$ cat config.mk
export PLATFORM = sky130hd
export DESIGN_NAME = dmem_access_unit_flat
export DESIGN_NICKNAME = d
export VERILOG_FILES = /design/src/rtl/dmem_access_unit_if.sv /design/src/rtl/dmem_access_unit.sv /design/src/flat_wrapper.sv
export SDC_FILE = /design/constraint.sdc
export NUM_CORES = 1
export LEC_CHECK = 0
export BUFFER_PORTS_ARGS = -buffer_cell sky130_fd_sc_hd__buf_2
export CELL_PAD_IN_SITES_DETAIL_PLACEMENT = 1
export CELL_PAD_IN_SITES_GLOBAL_PLACEMENT = 1
export CORE_MARGIN = 1.5
export CORE_UTILIZATION = 38
export CTS_CLUSTER_DIAMETER = 60
export DETAILED_ROUTE_END_ITERATION = 8
export HOLD_SLACK_MARGIN = 0.02
export PLACE_DENSITY = 0.91
export SLEW_MARGIN = 20
export SYNTH_ARGS = -nofsm -noshare
export SYNTH_HDL_FRONTEND = slang
export SYNTH_SLANG_ARGS = --single-unit
$ cat constraint.sdc
create_clock -name clock -period 3.19 [get_ports clock]
set_input_delay 0.7975 -clock clock [delete_from_list [all_inputs] [get_ports clock]]
set_output_delay 0.7975 -clock clock [all_outputs]
set_load 0.05 [all_outputs]
$ cat src/rtl/dmem_access_unit_if.sv
// Word-wide data memory bus between the load/store unit (master) and memory (slave).
// The slave accepts a request with mem_ready, then returns load data with mem_rvalid.
interface dmem_access_unit_if;
  logic        mem_req;
  logic        mem_we;
  logic [31:0] mem_addr;
  logic [31:0] mem_wdata;
  logic [3:0]  mem_wstrb;
  logic        mem_ready;
  logic        mem_rvalid;
  logic [31:0] mem_rdata;

  modport master (
    output mem_req,
    output mem_we,
    output mem_addr,
    output mem_wdata,
    output mem_wstrb,
    input  mem_ready,
    input  mem_rvalid,
    input  mem_rdata
  );

  modport slave (
    input  mem_req,
    input  mem_we,
    input  mem_addr,
    input  mem_wdata,
    input  mem_wstrb,
    output mem_ready,
    output mem_rvalid,
    output mem_rdata
  );
endinterface

$ cat src/rtl/dmem_access_unit.sv
// MEM-stage load/store unit: store lane steering, load extraction/extension,
// pipeline stall across the bus transaction, misalignment and timeout flags.
module dmem_access_unit #(
  parameter int unsigned MAX_WAIT = 15
) (
  input  logic                       clock,
  input  logic                       reset,
  input  logic                       req_valid,
  input  logic                       DMEM_RW,
  input  logic [1:0]                 access_size,
  input  logic                       load_unsigned,
  input  logic [31:0]                addr,
  input  logic [31:0]                store_data,
  output logic                       stall,
  output logic                       resp_valid,
  output logic [31:0]                load_data,
  output logic                       misaligned,
  output logic                       bus_error,
  dmem_access_unit_if.master         bus
);

  localparam logic [7:0] MAX_WAIT_C = 8'(MAX_WAIT);

  typedef enum logic [1:0] {
    ST_IDLE,
    ST_ISSUE,
    ST_WAIT,
    ST_DONE
  } state_e;

  state_e      state_q, state_d;
  logic        mem_req_q, mem_req_d;
  logic        mem_we_q, mem_we_d;
  logic [31:0] mem_addr_q, mem_addr_d;
  logic [31:0] mem_wdata_q, mem_wdata_d;
  logic [3:0]  mem_wstrb_q, mem_wstrb_d;
  logic [1:0]  offset_q, offset_d;
  logic [1:0]  size_q, size_d;
  logic        uns_q, uns_d;
  logic [7:0]  cnt_q, cnt_d;
  logic        resp_valid_q, resp_valid_d;
  logic        misaligned_q, misaligned_d;
  logic        bus_error_q, bus_error_d;
  logic [31:0] load_data_q, load_data_d;

  logic        aligned;
  logic [31:0] lane_wdata;
  logic [3:0]  lane_wstrb;
  logic [31:0] rdata_shifted;
  logic [31:0] load_ext;

  always_comb begin
    case (access_size)
      2'b00:   aligned = 1'b1;
      2'b01:   aligned = ~addr[0];
      default: aligned = (addr[1:0] == 2'b00);
    endcase
  end

  // Each byte lane picks its source byte and strobe from the access size and offset.
  for (genvar gi = 0; gi < 4; gi++) begin : g_lane
    assign lane_wdata[8*gi +: 8] =
        (access_size == 2'b00) ? store_data[7:0] :
        (access_size == 2'b01) ? store_data[8*(gi%2) +: 8] :
                                 store_data[8*gi +: 8];
    assign lane_wstrb[gi] =
        (access_size == 2'b00) ? (addr[1:0] == 2'(gi)) :
        (access_size == 2'b01) ? (addr[1] == 1'(gi/2)) :
                                 1'b1;
  end

  assign rdata_shifted = bus.mem_rdata >> {offset_q, 3'b000};

  always_comb begin
    case (size_q)
      2'b00:   load_ext = uns_q ? {24'd0, rdata_shifted[7:0]}
                                : {{24{rdata_shifted[7]}}, rdata_shifted[7:0]};
      2'b01:   load_ext = uns_q ? {16'd0, rdata_shifted[15:0]}
                                : {{16{rdata_shifted[15]}}, rdata_shifted[15:0]};
      default: load_ext = rdata_shifted;
    endcase
  end

  always_comb begin
    state_d      = state_q;
    mem_req_d    = mem_req_q;
    mem_we_d     = mem_we_q;
    mem_addr_d   = mem_addr_q;
    mem_wdata_d  = mem_wdata_q;
    mem_wstrb_d  = mem_wstrb_q;
    offset_d     = offset_q;
    size_d       = size_q;
    uns_d        = uns_q;
    cnt_d        = cnt_q;
    load_data_d  = load_data_q;
    resp_valid_d = 1'b0;
    misaligned_d = 1'b0;
    bus_error_d  = 1'b0;

    case (state_q)
      ST_IDLE: begin
        if (req_valid) begin
          if (!aligned) begin
            misaligned_d = 1'b1;
          end else begin
            state_d     = ST_ISSUE;
            mem_req_d   = 1'b1;
            mem_we_d    = DMEM_RW;
            mem_addr_d  = {addr[31:2], 2'b00};
            mem_wdata_d = lane_wdata;
            mem_wstrb_d = DMEM_RW ? lane_wstrb : 4'b0000;
            offset_d    = addr[1:0];
            size_d      = access_size;
            uns_d       = load_unsigned;
            cnt_d       = 8'd0;
          end
        end
      end

      ST_ISSUE: begin
        if (bus.mem_ready) begin
          mem_req_d = 1'b0;
          mem_we_d  = 1'b0;
          if (mem_we_q) begin
            state_d      = ST_DONE;
            resp_valid_d = 1'b1;
          end else begin
            state_d = ST_WAIT;
          end
        end
      end

      ST_WAIT: begin
        // Returned data takes priority over a timeout landing on the same cycle.
        if (bus.mem_rvalid) begin
          state_d      = ST_DONE;
          load_data_d  = load_ext;
          resp_valid_d = 1'b1;
          cnt_d        = 8'd0;
        end else if ((cnt_q + 8'd1) == MAX_WAIT_C) begin
          state_d      = ST_DONE;
          load_data_d  = 32'd0;
          resp_valid_d = 1'b1;
          bus_error_d  = 1'b1;
          cnt_d        = 8'd0;
        end else begin
          cnt_d = cnt_q + 8'd1;
        end
      end

      ST_DONE: begin
        state_d = ST_IDLE;
      end

      default: state_d = ST_IDLE;
    endcase
  end

  always_ff @(posedge clock) begin
    if (reset) begin
      state_q      <= ST_IDLE;
      mem_req_q    <= 1'b0;
      mem_we_q     <= 1'b0;
      mem_addr_q   <= 32'd0;
      mem_wdata_q  <= 32'd0;
      mem_wstrb_q  <= 4'b0000;
      offset_q     <= 2'b00;
      size_q       <= 2'b00;
      uns_q        <= 1'b0;
      cnt_q        <= 8'd0;
      resp_valid_q <= 1'b0;
      misaligned_q <= 1'b0;
      bus_error_q  <= 1'b0;
      load_data_q  <= 32'd0;
    end else begin
      state_q      <= state_d;
      mem_req_q    <= mem_req_d;
      mem_we_q     <= mem_we_d;
      mem_addr_q   <= mem_addr_d;
      mem_wdata_q  <= mem_wdata_d;
      mem_wstrb_q  <= mem_wstrb_d;
      offset_q     <= offset_d;
      size_q       <= size_d;
      uns_q        <= uns_d;
      cnt_q        <= cnt_d;
      resp_valid_q <= resp_valid_d;
      misaligned_q <= misaligned_d;
      bus_error_q  <= bus_error_d;
      load_data_q  <= load_data_d;
    end
  end

  assign stall = ((state_q == ST_IDLE) && req_valid && aligned)
               || (state_q == ST_ISSUE) || (state_q == ST_WAIT);

  assign resp_valid    = resp_valid_q;
  assign load_data     = load_data_q;
  assign misaligned    = misaligned_q;
  assign bus_error     = bus_error_q;
  assign bus.mem_req   = mem_req_q;
  assign bus.mem_we    = mem_we_q;
  assign bus.mem_addr  = mem_addr_q;
  assign bus.mem_wdata = mem_wdata_q;
  assign bus.mem_wstrb = mem_wstrb_q;

endmodule

$ cat src/flat_wrapper.sv
// flat-port wrapper written by rule: the top's interface ports become plain ports
module dmem_access_unit_flat 
#(
  parameter int unsigned MAX_WAIT = 15
)
  (clock, reset, req_valid, DMEM_RW, access_size, load_unsigned, addr, store_data, stall, resp_valid, load_data, misaligned, bus_error, bus_mem_req, bus_mem_we, bus_mem_addr, bus_mem_wdata, bus_mem_wstrb, bus_mem_ready, bus_mem_rvalid, bus_mem_rdata);
  dmem_access_unit_if bus_i ();
  input  logic clock;
  input  logic reset;
  input  logic req_valid;
  input  logic DMEM_RW;
  input  logic [1:0] access_size;
  input  logic load_unsigned;
  input  logic [31:0] addr;
  input  logic [31:0] store_data;
  output logic stall;
  output logic resp_valid;
  output logic [31:0] load_data;
  output logic misaligned;
  output logic bus_error;
  output wire logic [$bits(bus_i.mem_req)-1:0] bus_mem_req;
  output wire logic [$bits(bus_i.mem_we)-1:0] bus_mem_we;
  output wire logic [$bits(bus_i.mem_addr)-1:0] bus_mem_addr;
  output wire logic [$bits(bus_i.mem_wdata)-1:0] bus_mem_wdata;
  output wire logic [$bits(bus_i.mem_wstrb)-1:0] bus_mem_wstrb;
  input wire logic [$bits(bus_i.mem_ready)-1:0] bus_mem_ready;
  input wire logic [$bits(bus_i.mem_rvalid)-1:0] bus_mem_rvalid;
  input wire logic [$bits(bus_i.mem_rdata)-1:0] bus_mem_rdata;
  assign bus_mem_req = bus_i.mem_req;
  assign bus_mem_we = bus_i.mem_we;
  assign bus_mem_addr = bus_i.mem_addr;
  assign bus_mem_wdata = bus_i.mem_wdata;
  assign bus_mem_wstrb = bus_i.mem_wstrb;
  assign bus_i.mem_ready = bus_mem_ready;
  assign bus_i.mem_rvalid = bus_mem_rvalid;
  assign bus_i.mem_rdata = bus_mem_rdata;
  dmem_access_unit #(.MAX_WAIT(MAX_WAIT)) u_core (.clock(clock), .reset(reset), .req_valid(req_valid), .DMEM_RW(DMEM_RW), .access_size(access_size), .load_unsigned(load_unsigned), .addr(addr), .store_data(store_data), .stall(stall), .resp_valid(resp_valid), .load_data(load_data), .misaligned(misaligned), .bus_error(bus_error), .bus(bus_i));
endmodule
After elaboration in Yosys (flattened, before gate mapping). Cells that the tools add are included.

Flip-flop bits (word level): 118. Input bits: 105. Output and inout port bits: 106. Word-level logic and storage cells: 95.

$add $sub $neg: 1. Equal/unequal tests: 13. Shifts and indexed selects: 1. Multiplexer cells: 43. Bitwise operators: 5. Reduce and logical (&&, ||, !) cells: 18.

Operators by type and width (number): two-way mux 32 bit (4); two-way mux 8 bit (9); case mux 32 bit (2 select lines) (1); >> shifter 32 x 5 -> 32 bit (1); two-way mux 1 bit (17); case mux 8 bit (2 select lines) (1); two-way mux 2 bit (5); adder 8 x 1 -> 8 bit (second input constant) (1); == test 2 x 1 -> 1 bit (second input constant) (4); == test 2 bit (second input constant) (4); == test 8 x 4 -> 1 bit (second input constant) (1); zero test 2 bit (4); case mux 1 bit (2 select lines) (4); case mux 2 bit (4 select lines) (1); AND reduction 4 bit (2); AND reduction 3 bit (2); nonzero test 2 bit (3); OR reduction 3 bit (2); inverter 1 bit (5); two-way mux 4 bit (1); inequality test 2 bit (second input constant) (2); inequality test 3 x 2 -> 1 bit (second input constant) (1); logical AND 1 bit (2); logical OR 1 bit (2); other kinds (2) (2).

Logic depth before layout (Yosys ltp).
Depth after elaboration: 5. Gate-level depth with buffers: 9.

Worst setup path after synthesis. OpenSTA, ideal clock, no wires.

Kind: input to output. Start point: input port addr[1]. End point: output port stall. Arrival: 1.998 ns. Required time: 2.393 ns. Setup slack: 0.395 ns. Stages: 5. Cell sequence: o21ai_0 -> nand2_1 -> nor2_1 -> buf_2 -> or3_1.

Cells in the longest elaborated chain, start to end: 5.

Ends and longest elaborated chain: start, declared (line flat_wrapper.sv:14) `input logic [31:0] addr;`; zero test 2 bit (line dmem_access_unit.sv:56) `default: aligned = (addr[1:0] == 2'b00);`; case mux 1 bit (2 select lines) (line dmem_access_unit.sv:53) `case (access_size)`; logical AND 1 bit (line dmem_access_unit.sv:193) `assign stall = ((state_q == ST_IDLE) && req_valid && aligned)`; logical OR 1 bit (2 in a row) (line dmem_access_unit.sv:194) `|| (state_q == ST_ISSUE) || (state_q == ST_WAIT);`; end, declared (line flat_wrapper.sv:16) `output logic stall;`.

No other way between the ends.

Worst setup path in the final report.
Start point: register u_core.state_q[0]. End point: output port stall.

Cells in the longest elaborated chain, start to end: 5. Elaborated cells on any way between the ends: 7. Those cells by class: 2 x eq/ne; 5 x reduce/logical.

Ends and longest elaborated chain: start, declared (line dmem_access_unit.sv:31) `state_e state_q, state_d;`; start signal, assigned (line dmem_access_unit.sv:176) `state_q <= state_d;`; zero test 2 bit (line dmem_access_unit.sv:193); logical AND 1 bit (2 in a row) (line dmem_access_unit.sv:193); logical OR 1 bit (line dmem_access_unit.sv:194); logical OR 1 bit (*) (line dmem_access_unit.sv:194).

Every way passes the cells marked *; elsewhere a longest branch is shown, timed or not.

==> summary.md <==
| Metric | Value |
|---|---|
| Status | finished, final reports clean |
| Clock transition at the registers of the reported paths | 0.05 ns |
| M2 GR Usage | 39.2% |
| R2r startpoint | u_core.cnt_q[1] |
| Leakage | 3.23 nW |
| Worst Skew | 0.00740 ns |
| Sequential area share after synthesis | 42.3% |
| Largest net degree at the start of global routing | 86 |
| Fmax | 0.364 GHz |
| CTS tree | done |
| Commonest non-fill, non-tap cells in the layout | buf_2 (208), nand2_1 (187), dfxtp_1 (118) |
| CTS Root Cell | clkbuf_16 |
| Initial antenna violation count | 2 |
| Via/cell ratio | 5.28 |
| Area post-placement | 6730 um^2 |
| Rows | 44 |
| TritonRoute pass-1 iters | 4 |
| CP endpoint kind | output pin |
| GPL Wtd Cong | 0.863 |
| TritonCTS Buffers | 17 |
| Post-DP HPWL | 13.2 mm |
| Starting Density | 38.7% |
| Total negative slack | 0 ns |
| R2r endpoint | u_core.load_data[18] |
| Peak supply drop | 0.371 mV |
| Post-synth ARST share | 0% |
| P per Cell Area | 730 nW/um^2 |
| Start point of the critical path | u_core.state_q[0] |
| Layout area overhead | 31.6% |
| Busiest grt layer | met2 |
| Worst R2R Setup Slack | 0.80 ns |
| Commonest non-fill, non-tap cell in the layout | buf_2 |
| First-pass GRT wire length | 29.0 mm |
| Clk Latency, worst-skew pair | 0.41 ns |
| RSZ-0062 raised after global routing | no |
| Cells after synthesis | 675 |
| Slew Limit Fails | 0 |
| Starting DRT DRC Count | 276 |
| Routed Wire Length | 18.4 mm |
| Post-CTS Setup Repair Bufs | 0 |
| R2r worst-path depth | 7 |
| Tmin final | 2.75 ns |
| Core area | 14,400 um^2 |
| Critical path arrival | 1.95 ns |
| Number of synthesized flops with an enable pin | 0 |
| H-tree depth | 4 |
| Via count | 5,614 |
| Share of cells above drive strength 1 | 32.2% |
| Synth Flop Type | dfxtp_1 |
| DR WL/cell | 17.3 um |
| Average size of a mapped cell | 8.27 um^2 |
| Worst rel slew slack | 41.6% |
| Area of the mapped netlist | 5580 um^2 |
| Final setup fails | 0 |
| Yosys cell types | 58 |
| Critical path class | reg -> out |
| ANT nets after route | 0 |
| Ys Warns | 0 |
| Die ar. | 15,400 um^2 |
| M1 GR Usage | 27.3% |
| Met3 Use GR | 6.47% |
| Register bit total from synthesis | 118 |
| Hold-fix buffers at CTS | 0 |
| Ports | 211 |
| Crit path to | stall |
| Max cap viols | 0 |
| Die X | 124 um |
| CP Max Fanout | 7 |
| Gr usage total | 23.4% |
| Die Height | 124 um |
| Grt total ovfl | 0 |
| Worst Setup Start Kind | flip-flop |
| Final instance area | 7350 um^2 |
| Clock buffer depth | 2 |
| DRC Markers | 0 |
| Post-route clock period utilization | 86.1% |
| Final hold violation count | 0 |
| Vias in the first global route | 5,757 |
| Worst slew pin tran | 0.876 ns |
| Nets | 975 |
| Clk sink count | 118 |
| HP Class | reg -> reg |
| Post-CTS sizing | 0 |
| Worst EP required | 2.39 ns |
| Port bufs | 208 |
| Overall power | 0.00536 W |
-- cells by family (layout without fill, tap and decap cells) --
| kind of cell | Yosys count | count (layout) | synth area share [%] |
|---|---|---|---|
| buf+inv | 58 | 258 | 4.66 |
| compound gates | 187 | 187 | 22.8 |
| other cells | 1 | 6 | 0.0672 |
| mux | 52 | 52 | 9.72 |
| simple gates | 254 | 254 | 19.3 |
| fa+ha+maj | 5 | 5 | 1.12 |
| flops | 118 | 118 | 42.3 |
-- stage by stage --
stage / utilization, % / setup slack, ns / std cells / hold WS, ns
2_1_floorplan: - / 0.395 / 676 / 0.449
3_3_place_gp: 46.7 / 0.579 / 1030 / 0.439
3_5_place_dp: 46.7 / 0.454 / 1030 / 0.443
4_1_cts: 50.9 / 0.406 / 1060 / 0.451
5_1_grt: 50.9 / 0.360 / 1063 / 0.471
6_report: 50.9 / 0.443 / 1064 / 0.449
-- critical path, cell delays in order (launching register included) --
cell and delay (ns):
dfxtp_1 0.35, inv_1 0.10, ha_1 0.32, nand2_1 0.20, nor2_4 0.04, or3_1 0.30, buf_2 0.22
-- sequential cells by signal, summed over array words and instances (netlist names) --
name,count
u_core.bus.mem_wdata,32
u_core.state_q,2
u_core.bus.mem_we,1
u_core.bus.mem_req,1
u_core.bus_error,1
u_core.cnt_q,8
u_core.bus.mem_wstrb,4
u_core.misaligned,1
u_core.load_data,32
u_core.bus.mem_addr,30
u_core.offset_q,2
u_core.resp_valid,1
u_core.size_q,2
u_core.uns_q,1
-- cell type report --
class	instances	area, um^2
Antenna cell	4	10.0
Clock buffer	22	484
Clock inverter	8	123
Fill cell	1799	7080
Inverter	8	30.0
Multi-Input combinational cell	500	2980
Sequential cell	118	2360
Tap cell	184	230
Timing Repair Buffer	220	1130
-- power breakdown --
part | switching (W) | internal (W)
Clock | 0.000661 | 0.00130
Sequential | 0.000101 | 0.00164
Combinational | 0.00122 | 0.000444
-- synth_stat cells, types with 2 or more instances --
| cell | number | area (um^2) |
|---|---|---|
| o21a_1 | 3 | 22.5 |
| a31oi_1 | 4 | 25.0 |
| o2bb2ai_2 | 10 | 150 |
| ha_1 | 5 | 62.6 |
| dfxtp_1 | 118 | 2360 |
| a211oi_1 | 9 | 67.6 |
| mux2_2 | 8 | 90.1 |
| clkbuf_1 | 34 | 128 |
| o2111ai_1 | 3 | 26.3 |
| buf_1 | 3 | 11.3 |
| nor2b_1 | 5 | 31.3 |
| and2_1 | 3 | 18.8 |
| nand3_1 | 4 | 20.0 |
| buf_4 | 3 | 22.5 |
| a22o_1 | 7 | 61.3 |
| a311oi_1 | 10 | 87.6 |
| nand2b_1 | 3 | 18.8 |
| nand4_1 | 2 | 12.5 |
| a21oi_1 | 71 | 355 |
| nor3_1 | 3 | 15.0 |
| inv_1 | 8 | 30.0 |
| nor2_4 | 2 | 22.5 |
| a21o_1 | 2 | 15.0 |
| nor2_1 | 31 | 116 |
| o21ai_0 | 44 | 220 |
| o211ai_1 | 6 | 45.0 |
| nand2_1 | 187 | 702 |
| nor4_1 | 2 | 12.5 |
| o2bb2ai_1 | 6 | 52.6 |
| buf_6 | 3 | 33.8 |
| mux2i_1 | 43 | 430 |
| buf_2 | 7 | 35.0 |
-- metal layers --
layer	vias to the layer above	part of all wire, %
met5	-	0
met4	0	3.1
met3	42	5.5
met2	157	49
met1	2680	43
li1	2735	-
-- worst min path at each step --
stage                                 start                       to  slack [ns]  cells after the start
floorplan                  u_core.size_q[0]         u_core.size_q[0]        0.45                      2
global placement    u_core.bus.mem_addr[22]  u_core.bus.mem_addr[22]        0.44                      2
detailed placement      u_core.load_data[3]      u_core.load_data[3]        0.44                      1
CTS                 u_core.bus.mem_addr[24]  u_core.bus.mem_addr[24]        0.45                      2
global route        u_core.bus.mem_addr[21]  u_core.bus.mem_addr[21]        0.47                      2
finish              u_core.bus.mem_addr[24]  u_core.bus.mem_addr[24]        0.45                      2
(Power assumes the default switching activity.)
